==> src/rtl/mc_pkg.sv <==
// Shared memory-controller types: command record, op encoding and queue sizing.
package mc_pkg;

    localparam int TAG_W     = 3;
    localparam int QDEPTH    = 8;
    localparam int MC_AWIDTH = 32;
    localparam int MC_DWIDTH = 64;

    typedef enum logic {
        MC_WRITE = 1'b0,
        MC_READ  = 1'b1
    } mc_op_e;

    typedef struct packed {
        logic                 rw;
        logic [MC_AWIDTH-1:0] addr;
        logic [MC_DWIDTH-1:0] data;
        logic [TAG_W-1:0]     tag;
    } mc_cmd_t;

endpackage

==> src/rtl/cmd_queue_mem.sv <==
// Command storage for cmd_queue: one synchronous write port, one asynchronous read port.
module cmd_queue_mem
    import mc_pkg::*;
#(
    parameter int DEPTH = QDEPTH,
    parameter int PTR_W = $clog2(DEPTH)
) (
    input  logic             clock,
    input  logic             wr_en,
    input  logic [PTR_W-1:0] wr_ptr,
    input  mc_cmd_t          wr_cmd,
    input  logic [PTR_W-1:0] rd_ptr,
    output mc_cmd_t          rd_cmd
);

    // Storage is deliberately not reset; occupancy tracking in the parent masks stale entries.
    mc_cmd_t mem [DEPTH];

    always_ff @(posedge clock) begin
        if (wr_en) begin
            mem[wr_ptr] <= wr_cmd;
        end
    end

    assign rd_cmd = mem[rd_ptr];

endmodule

==> src/rtl/cmd_queue.sv <==
// Eight-entry FWFT command queue with tag stamping, back-pressure and sticky overflow.
module cmd_queue
    import mc_pkg::*;
#(
    parameter int AWIDTH = MC_AWIDTH,
    parameter int DWIDTH = MC_DWIDTH,
    parameter int DEPTH  = QDEPTH
) (
    input  logic              clock,
    input  logic              reset,
    input  logic              push_valid,
    input  logic              push_rw,
    input  logic [AWIDTH-1:0] push_addr,
    input  logic [DWIDTH-1:0] push_data,
    output logic              fifo_full,
    output logic [TAG_W-1:0]  tag_gen,
    input  logic              pop_ready,
    output logic              pop_valid,
    output logic              pop_rw,
    output logic [AWIDTH-1:0] pop_addr,
    output logic [DWIDTH-1:0] pop_data,
    output logic [TAG_W-1:0]  pop_tag,
    output logic [3:0]        count,
    output logic              overflow
);

    logic [TAG_W-1:0] wr_ptr;
    logic [TAG_W-1:0] rd_ptr;
    logic             push_accept;
    logic             pop_accept;
    mc_cmd_t          wr_cmd;
    mc_cmd_t          head_cmd;

    // Full/valid come from the registered count only, so a same-cycle pop never frees room for a push.
    assign fifo_full   = (count == 4'(DEPTH));
    assign pop_valid   = (count != 4'd0);
    assign push_accept = push_valid && !fifo_full;
    assign pop_accept  = pop_ready && pop_valid;

    assign wr_cmd.rw   = push_rw;
    assign wr_cmd.addr = push_addr;
    assign wr_cmd.data = push_data;
    assign wr_cmd.tag  = tag_gen;

    cmd_queue_mem #(
        .DEPTH (DEPTH),
        .PTR_W (TAG_W)
    ) u_mem (
        .clock  (clock),
        .wr_en  (push_accept && !reset),
        .wr_ptr (wr_ptr),
        .wr_cmd (wr_cmd),
        .rd_ptr (rd_ptr),
        .rd_cmd (head_cmd)
    );

    always_ff @(posedge clock) begin
        if (reset) begin
            wr_ptr   <= '0;
            rd_ptr   <= '0;
            tag_gen  <= '0;
            count    <= '0;
            overflow <= 1'b0;
        end else begin
            if (push_accept) begin
                wr_ptr  <= wr_ptr + 1'b1;
                tag_gen <= tag_gen + 1'b1;
            end
            if (pop_accept) begin
                rd_ptr <= rd_ptr + 1'b1;
            end
            count <= count + 4'(push_accept) - 4'(pop_accept);
            if (push_valid && fifo_full) begin
                overflow <= 1'b1;
            end
        end
    end

    // Head fields are forced to zero when empty so stale storage never leaks downstream.
    always_comb begin
        pop_rw   = 1'b0;
        pop_addr = '0;
        pop_data = '0;
        pop_tag  = '0;
        if (pop_valid) begin
            pop_rw   = head_cmd.rw;
            pop_addr = head_cmd.addr;
            pop_data = head_cmd.data;
            pop_tag  = head_cmd.tag;
        end
    end

endmodule

==> config.mk <==
export PLATFORM = sky130hd
export DESIGN_NAME = cmd_queue
export DESIGN_NICKNAME = d
export VERILOG_FILES = /design/src/rtl/mc_pkg.sv /design/src/rtl/cmd_queue_mem.sv /design/src/rtl/cmd_queue.sv
export SDC_FILE = /design/constraint.sdc
export NUM_CORES = 1
export LEC_CHECK = 0
export BUFFER_PORTS_ARGS = -buffer_cell sky130_fd_sc_hd__buf_2
export CAP_MARGIN = 0
export CORE_AREA = 2 2 242 244
export DETAILED_ROUTE_END_ITERATION = 8
export DIE_AREA = 0 0 244 246
export GPL_TIMING_DRIVEN = 0
export HOLD_SLACK_MARGIN = 0.05
export PLACE_DENSITY = 0.86
export REMOVE_ABC_BUFFERS = 1
export SETUP_SLACK_MARGIN = 0.1
export SLEW_MARGIN = 20
export SYNTH_ARGS = -nofsm -noshare
export SYNTH_HDL_FRONTEND = slang
export SYNTH_SLANG_ARGS = --single-unit
==> constraint.sdc <==
create_clock -name clock -period 13.19 [get_ports clock]
set_input_delay 2.638 -clock clock [delete_from_list [all_inputs] [get_ports clock]]
set_output_delay 2.638 -clock clock [all_outputs]
set_load 0.05 [all_outputs]
==> results.cfg, run 1 <==
[synth]
synthArstFlopShare_pct = 0
synth_top_area_share_pct = 78.3
ys_seq_area_share_pct = 79.4
yosys_warnings = 0
synth_top_area_cell = edfxtp_1
synth-edff-count = 800
syn_area_sq_mm = 0.0307
syn-instance-count = 1267
synthDistinctLibCells = 31
synth_ff_type = edfxtp_1
ys_ff_latch = 817
syn_avg_cell_area_sq_um = 24.2
synth_area_leaders = edfxtp_1, mux4_2, a22o_1

[die]
start_util_pct = 53.5
die-area_sq_mm = 0.0600
die_h_microns = 246
core.rowCount = 88
ios = 211
fp.dieW_microns = 244
core_area_sq_mm = 0.0574

[power]
intPower_mw = 4.93
p_clk_share_pct = 31.3
power_per_cell_area_mw_per_mm2 = 197
p_seq_share_pct = 41.6
p_leak_nw = 12.3
comb_power_share_pct = 27.0
switchingPower_mw = 2.25
switching_share_pct = 31.3
ir_worst_vdd_v = 0.000207

[timing]
slew_viol_final = 0
skew_ns = 0.0241
max-slew-margin-rel_pct = 42.9
finalHoldViolations = 0
fin_crit_sh_pct = 45.1
setup_viol = 0
fin_crit_ns = 5.95
rsz0062_at_grt = false
tightest_slew_ns = 0.849
clock.fmax_mhz = 168
timing.setup.tns_ns = 0

[worst_setup_path]
slowest_delay_ns = 0.73
cp_common_cell = buf_16
cp_cell_sequence = buf_12 -> buf_16 -> buf_16 -> mux4_2 -> a22o_1 -> buf_2
crit_path_end_kind = output pin
critical_path.max_fanout = 33
crit_type = reg -> out
cp.arrival_ns = 3.32
crit_required_ns = 10.55
cp_slowest_cell = dfxtp_4
cp-start-kind = flop

[cts]
cts_tree = yes
postCtsResizedCells = 0
cts-root-buf = clkbuf_16
hold_buffers = 0
post_cts.repair.setup_buffers = 0
path_clk_slew_ns = 0.06
htree_levels = 3
cts_buffers = 80
clock_latency_ns = 0.61
cts_sinks = 817
cts.path.max_buffers = 3

[outcome]
run_status = completed

[place]
place.gp.congestion = 0.727
port_buffers = 210
hpwl_microns = 42700
place_inst = 2328

[global_routing]
antenna_found_initial = 7
grt_pass1_wl_microns = 98800
overflow = 0
grt_pass1_vias = 16000
grt_max_degree = 49
grt_util_all_layers_pct = 22.3

[cells_and_area]
fin_nets = 1755
final_cell_mix = edfxtp_1, buf_2, mux4_2
area_delta_synth_final_pct = 18.8
layout-drive-gt1-share_pct = 41.0
stdcell_count = 2479
final_common_cell = edfxtp_1

[routing]
drc_errors = 0
vias_per_cell = 6.04
wl_microns = 65600
route.vias.total = 15000
firstDrtPassIters = 5
drt-initial-drc-count = 1268
wl_per_cell_microns = 26.5
ant_nets = 0

[worst_hold_path]
min_path_type = reg -> reg

[run]
maxCapViolations = 0
## cells in the mapped netlist (all sizes together), types with 3 or more instances
library cell and count:
clkbuf 18, nor2 8, inv 9, mux2 4
nor2b 4, mux4 200, nor3 4, a21oi 11
o21ai 6, dfxtp 17, nor4 3, edfxtp 800
ha 8, nand3 9, buf 51, a22o 100
## stage by stage
stage	power [mW]	hold WS, ns	util [%]	worst slack, ns	instance area, sq um
CTS	7.24	0.539	63.5	7.11	36400
global route	7.42	0.589	63.5	7.00	36400
floorplan	4.61	0.486	-	0.0117	30300
detailed placement	4.99	0.472	58.9	7.72	33800
global placement	5.20	0.458	56.3	-10.43	32300
finish	7.18	0.556	63.5	7.24	36400
## cells by family after synthesis
family / share of synthesized area [%]
muxes: 14.9
adders and majority gates: 0.392
AOI/OAI and AO/OA: 3.16
and+or+nand+nor: 0.669
DFF: 79.4
xor gates and xnor gates: 0.0571
buffers and inverters: 1.41
## cell type report
type | instances | area, sq um
Antenna cell | 4 | 10.0
Clock buffer | 96 | 2100
Clock inverter | 51 | 499
Fill cell | 3639 | 20900
Inverter | 9 | 33.8
Multi-Input combinational cell | 372 | 5930
Sequential cell | 817 | 24400
Tap cell | 765 | 957
Timing Repair Buffer | 365 | 2520
## state kept, by name, indices dropped and copies added (netlist names), named ones only
register / flops
tag_gen: 3
count: 4
u_mem.mem: 800
overflow: 1
wr_ptr: 3
rd_ptr: 3
## worst paths after layout
kind	startpoint	end	slack (ns)	cells after the start
setup / recovery	flop	pop_addr[16]	7.24	6
hold / removal	rd_ptr[1]$_SDFFE_PP0P_	flop	0.56	2
setup reg to reg	count[2]$_SDFF_PP0_	u_mem.mem[4][51]$_DFFE_PP_	9.67	11
hold reg to reg	rd_ptr[1]$_SDFFE_PP0P_	flop	0.56	2
## layer usage
layer / share of wire [%] / track usage [%]
met5: 0.078 / 0
met4: 2.4 / 7.66
met3: 6.8 / 4.36
met2: 51 / 37.1
met1: 40 / 29.8
## power by group through the flow
stage	registers, mW	logic (mW)	clock network [mW]
floorplan	3.17	1.45	0
global placement	3.23	1.98	0
detailed placement	3.04	1.94	0
CTS	2.99	1.96	2.29
global route	3.00	2.03	2.39
finish	2.99	1.94	2.25
## worst max-delay path: cells and delay by family (launching register included)
kind	cells	cell delay (ns)
AOI/OAI and AO/OA	1	0.26
buffers and inverters	4	1.08
muxes	1	0.55
DFF	1	0.73
Power figures use the tool's default switching activity.
==> run 2, diff against run 1 <==
ABC_AREA = 1   (was unset)
CORE_AREA = 2 2 259 261   (was 2 2 242 244)
DIE_AREA = 0 0 261 263   (was 0 0 244 246)
PLACE_DENSITY = 0.84   (was 0.86)
clock period = 5.51 ns   (was 13.19 ns; I/O delays follow)
==> results.cfg, run 2 <==
[outcome]
run_status = completed

[timing]
hold_slack_ns = 0.456
tightest_slew_ns = 0.779
slew_viol_final = 0
clock.fmax_mhz = 208
fin_crit_sh_pct = 87.1
rsz0062_at_grt = false
fin_crit_ns = 4.80
max-slew-margin-rel_pct = 48.1
finalHoldViolations = 0
skew_ns = 0.0221
setup_viol = 0

[synth]
synth_fa_ha_area_share_pct = 0.334
synth_ff_type = edfxtp_1
yosysMostFrequentCell = nand2_1
ys_seq_area_share_pct = 67.7
syn-instance-count = 3588
synthMuxAreaShare_pct = 0
ys_ff_latch = 817
syn_area_sq_mm = 0.0360
synth-edff-count = 800
synth_top_area_cell = edfxtp_1
synth_top_area_share_pct = 66.8
synthArstFlopShare_pct = 0
syn_avg_cell_area_sq_um = 10.0
synth_xor_area_share_pct = 0.0243
synth_simple_gate_area_share_pct = 20.2
synth_top_family_by_area = simple AND/OR/NAND/NOR gates
synth_area_leaders = edfxtp_1, nand2_1, inv_1
synthDistinctLibCells = 19
synth_compound_area_share_pct = 0.153
yosys-top-cells-count = nand2_1, inv_1, edfxtp_1
yosys_warnings = 0

[global_routing]
grt_pass1_vias = 25000
grt_util_all_layers_pct = 24.1
grt_pass1_wl_microns = 128000
antenna_found_initial = 9
grt_max_degree = 173
overflow = 0

[cells_and_area]
regArea_sq_mm = 0.0244
fin_nets = 3913
area_delta_synth_final_pct = 15.1
largestRegisters = u_mem.mem (800), count (4)
multi_input_area_sq_mm = 0.00750
final_common_cell = nand2_1
fillers = 4645
regMostFlops = u_mem.mem
largest_reg_flops = 800
design_area_sq_mm = 0.0414
layout-drive-gt1-share_pct = 11.2
final_cell_mix = nand2_1, inv_1, edfxtp_1

[routing]
drt-initial-drc-count = 2444
route.vias.total = 24800
firstDrtPassIters = 6
ant_nets = 0
wl_microns = 83100
wl_per_cell_microns = 17.5
vias_per_cell = 5.23
drc_errors = 0

[worst_setup_path]
cp_cell_sequence = buf_12 -> buf_16 -> inv_16 -> buf_16 -> nand2_1 -> nand3_1 -> nand3_1 -> nand2_1 -> nor2_1 -> buf_2
critPathTopFamily = buffers and inverters
crit_buf_inv = 5
crit_required_ns = 4.41
r2r_start = count[2]$_SDFF_PP0_
cp_slowest_cell = dfxtp_4
crit_type = reg -> out
r2r_slack_ns = 1.82
crit_path_end_kind = output pin
critical_path.max_fanout = 172
cp-start-kind = flop
slowest_delay_ns = 0.78
r2r-end = u_mem.mem[4][5]$_DFFE_PP_
worstRegToRegCells = 13
cp.arrival_ns = 3.70

[place]
port_buffers = 210
hpwl_microns = 48500
place.gp.congestion = 0.737
dpl-instance-area_sq_mm = 0.0388

[power]
p_leak_nw = 18.7
power_per_cell_area_mw_per_mm2 = 473
ir_worst_vdd_v = 0.000460

[die]
die_h_microns = 263
die-area_sq_mm = 0.0686
ios = 211
core.rowCount = 94
core_area_sq_mm = 0.0656
start_util_pct = 54.8
fp.dieW_microns = 261

[worst_hold_path]
min_to = overflow$_SDFFE_PP0P_
hp-start = overflow$_SDFFE_PP0P_
min_path_type = reg -> reg
hold_depth = 2

[cts]
htree_levels = 3
cts-root-buf = clkbuf_16
hold_buffers = 0
cts.path.max_buffers = 3
cts_sinks = 817
cts_tree = yes
cts_buffers = 81
post_cts.repair.setup_buffers = 0
clock_latency_ns = 0.62
postCtsResizedCells = 0
path_clk_slew_ns = 0.06

[run]
maxCapViolations = 0
==> run 2: logic make-up after synthesis <==
family                   Yosys count
flip-flops                       817
adder cells (fa/ha/maj)            9
AND/OR/NAND/NOR                 1761
AO/OA/AOI/OAI                     11
XOR/XNOR                           1
buffers and inverters            989
==> run 2: power by group <==
group / internal [mW] / total (mW) / switching [mW]
clock network: 3.10 / 5.41 / 2.30
logic: 1.71 / 6.95 / 5.24
registers: 7.07 / 7.22 / 0.153
==> run 2: layer usage <==
| metal | vias to the layer above | part of all wire, % | GRT usage (%) |
|---|---|---|---|
| met4 | 8 | 3.3 | 11.0 |
| met5 | - | 0.055 | 0 |
| met3 | 233 | 8.0 | 4.22 |
| li1 | 11700 | - | - |
| met2 | 1158 | 50 | 42.0 |
| met1 | 11700 | 38 | 29.1 |
==> run 2: how the worst max path moves through the flow <==
stage,slack (ns),depth (start not counted),startpoint,end
after floorplan,-9.13,6,flop,pop_addr[30]
after global placement,-20.97,7,flop,pop_data[62]
after detailed placement,1.36,10,flop,pop_data[62]
after CTS,0.69,10,flop,pop_data[62]
after global routing,0.49,10,flop,pop_data[62]
final,0.71,10,flop,pop_data[25]
==> run 2: worst register-to-register path: stages (launching register included) <==
cell,delay (ns)
dfxtp_1,0.33
inv_1,0.08
ha_1,0.20
nand3_1,0.18
nand2_1,0.19
inv_1,0.26
nand2_1,0.28
nor3_2,0.50
buf_4,0.31
buf_4,0.22
buf_4,0.22
buf_4,0.23
buf_4,0.21
buf_6,0.16
==> run 2: layout make-up <==
class / count / share of cell area, %
antenna: 9 / 0.0544
clock buffer: 99 / 5.16
clock inverter: 50 / 1.11
inverter: 822 / 7.51
multi-input combinational: 1782 / 18.1
sequential: 817 / 58.8
tap: 864 / 2.61
timing repair buffer: 299 / 6.60
==> run 2: through the flow <==
stage	worst slack (ns)	TNS, ns	power (mW)	utilization (%)	instances
after floorplan	-9.13	-1968.55	12.6	-	3421
after global placement	-20.97	-7664.65	12.7	56.4	4495
after detailed placement	1.36	0	14.2	59.1	4584
after CTS	0.693	0	19.6	63.1	4733
after global routing	0.487	0	20.4	63.1	4737
final	0.710	0	19.6	63.1	4742
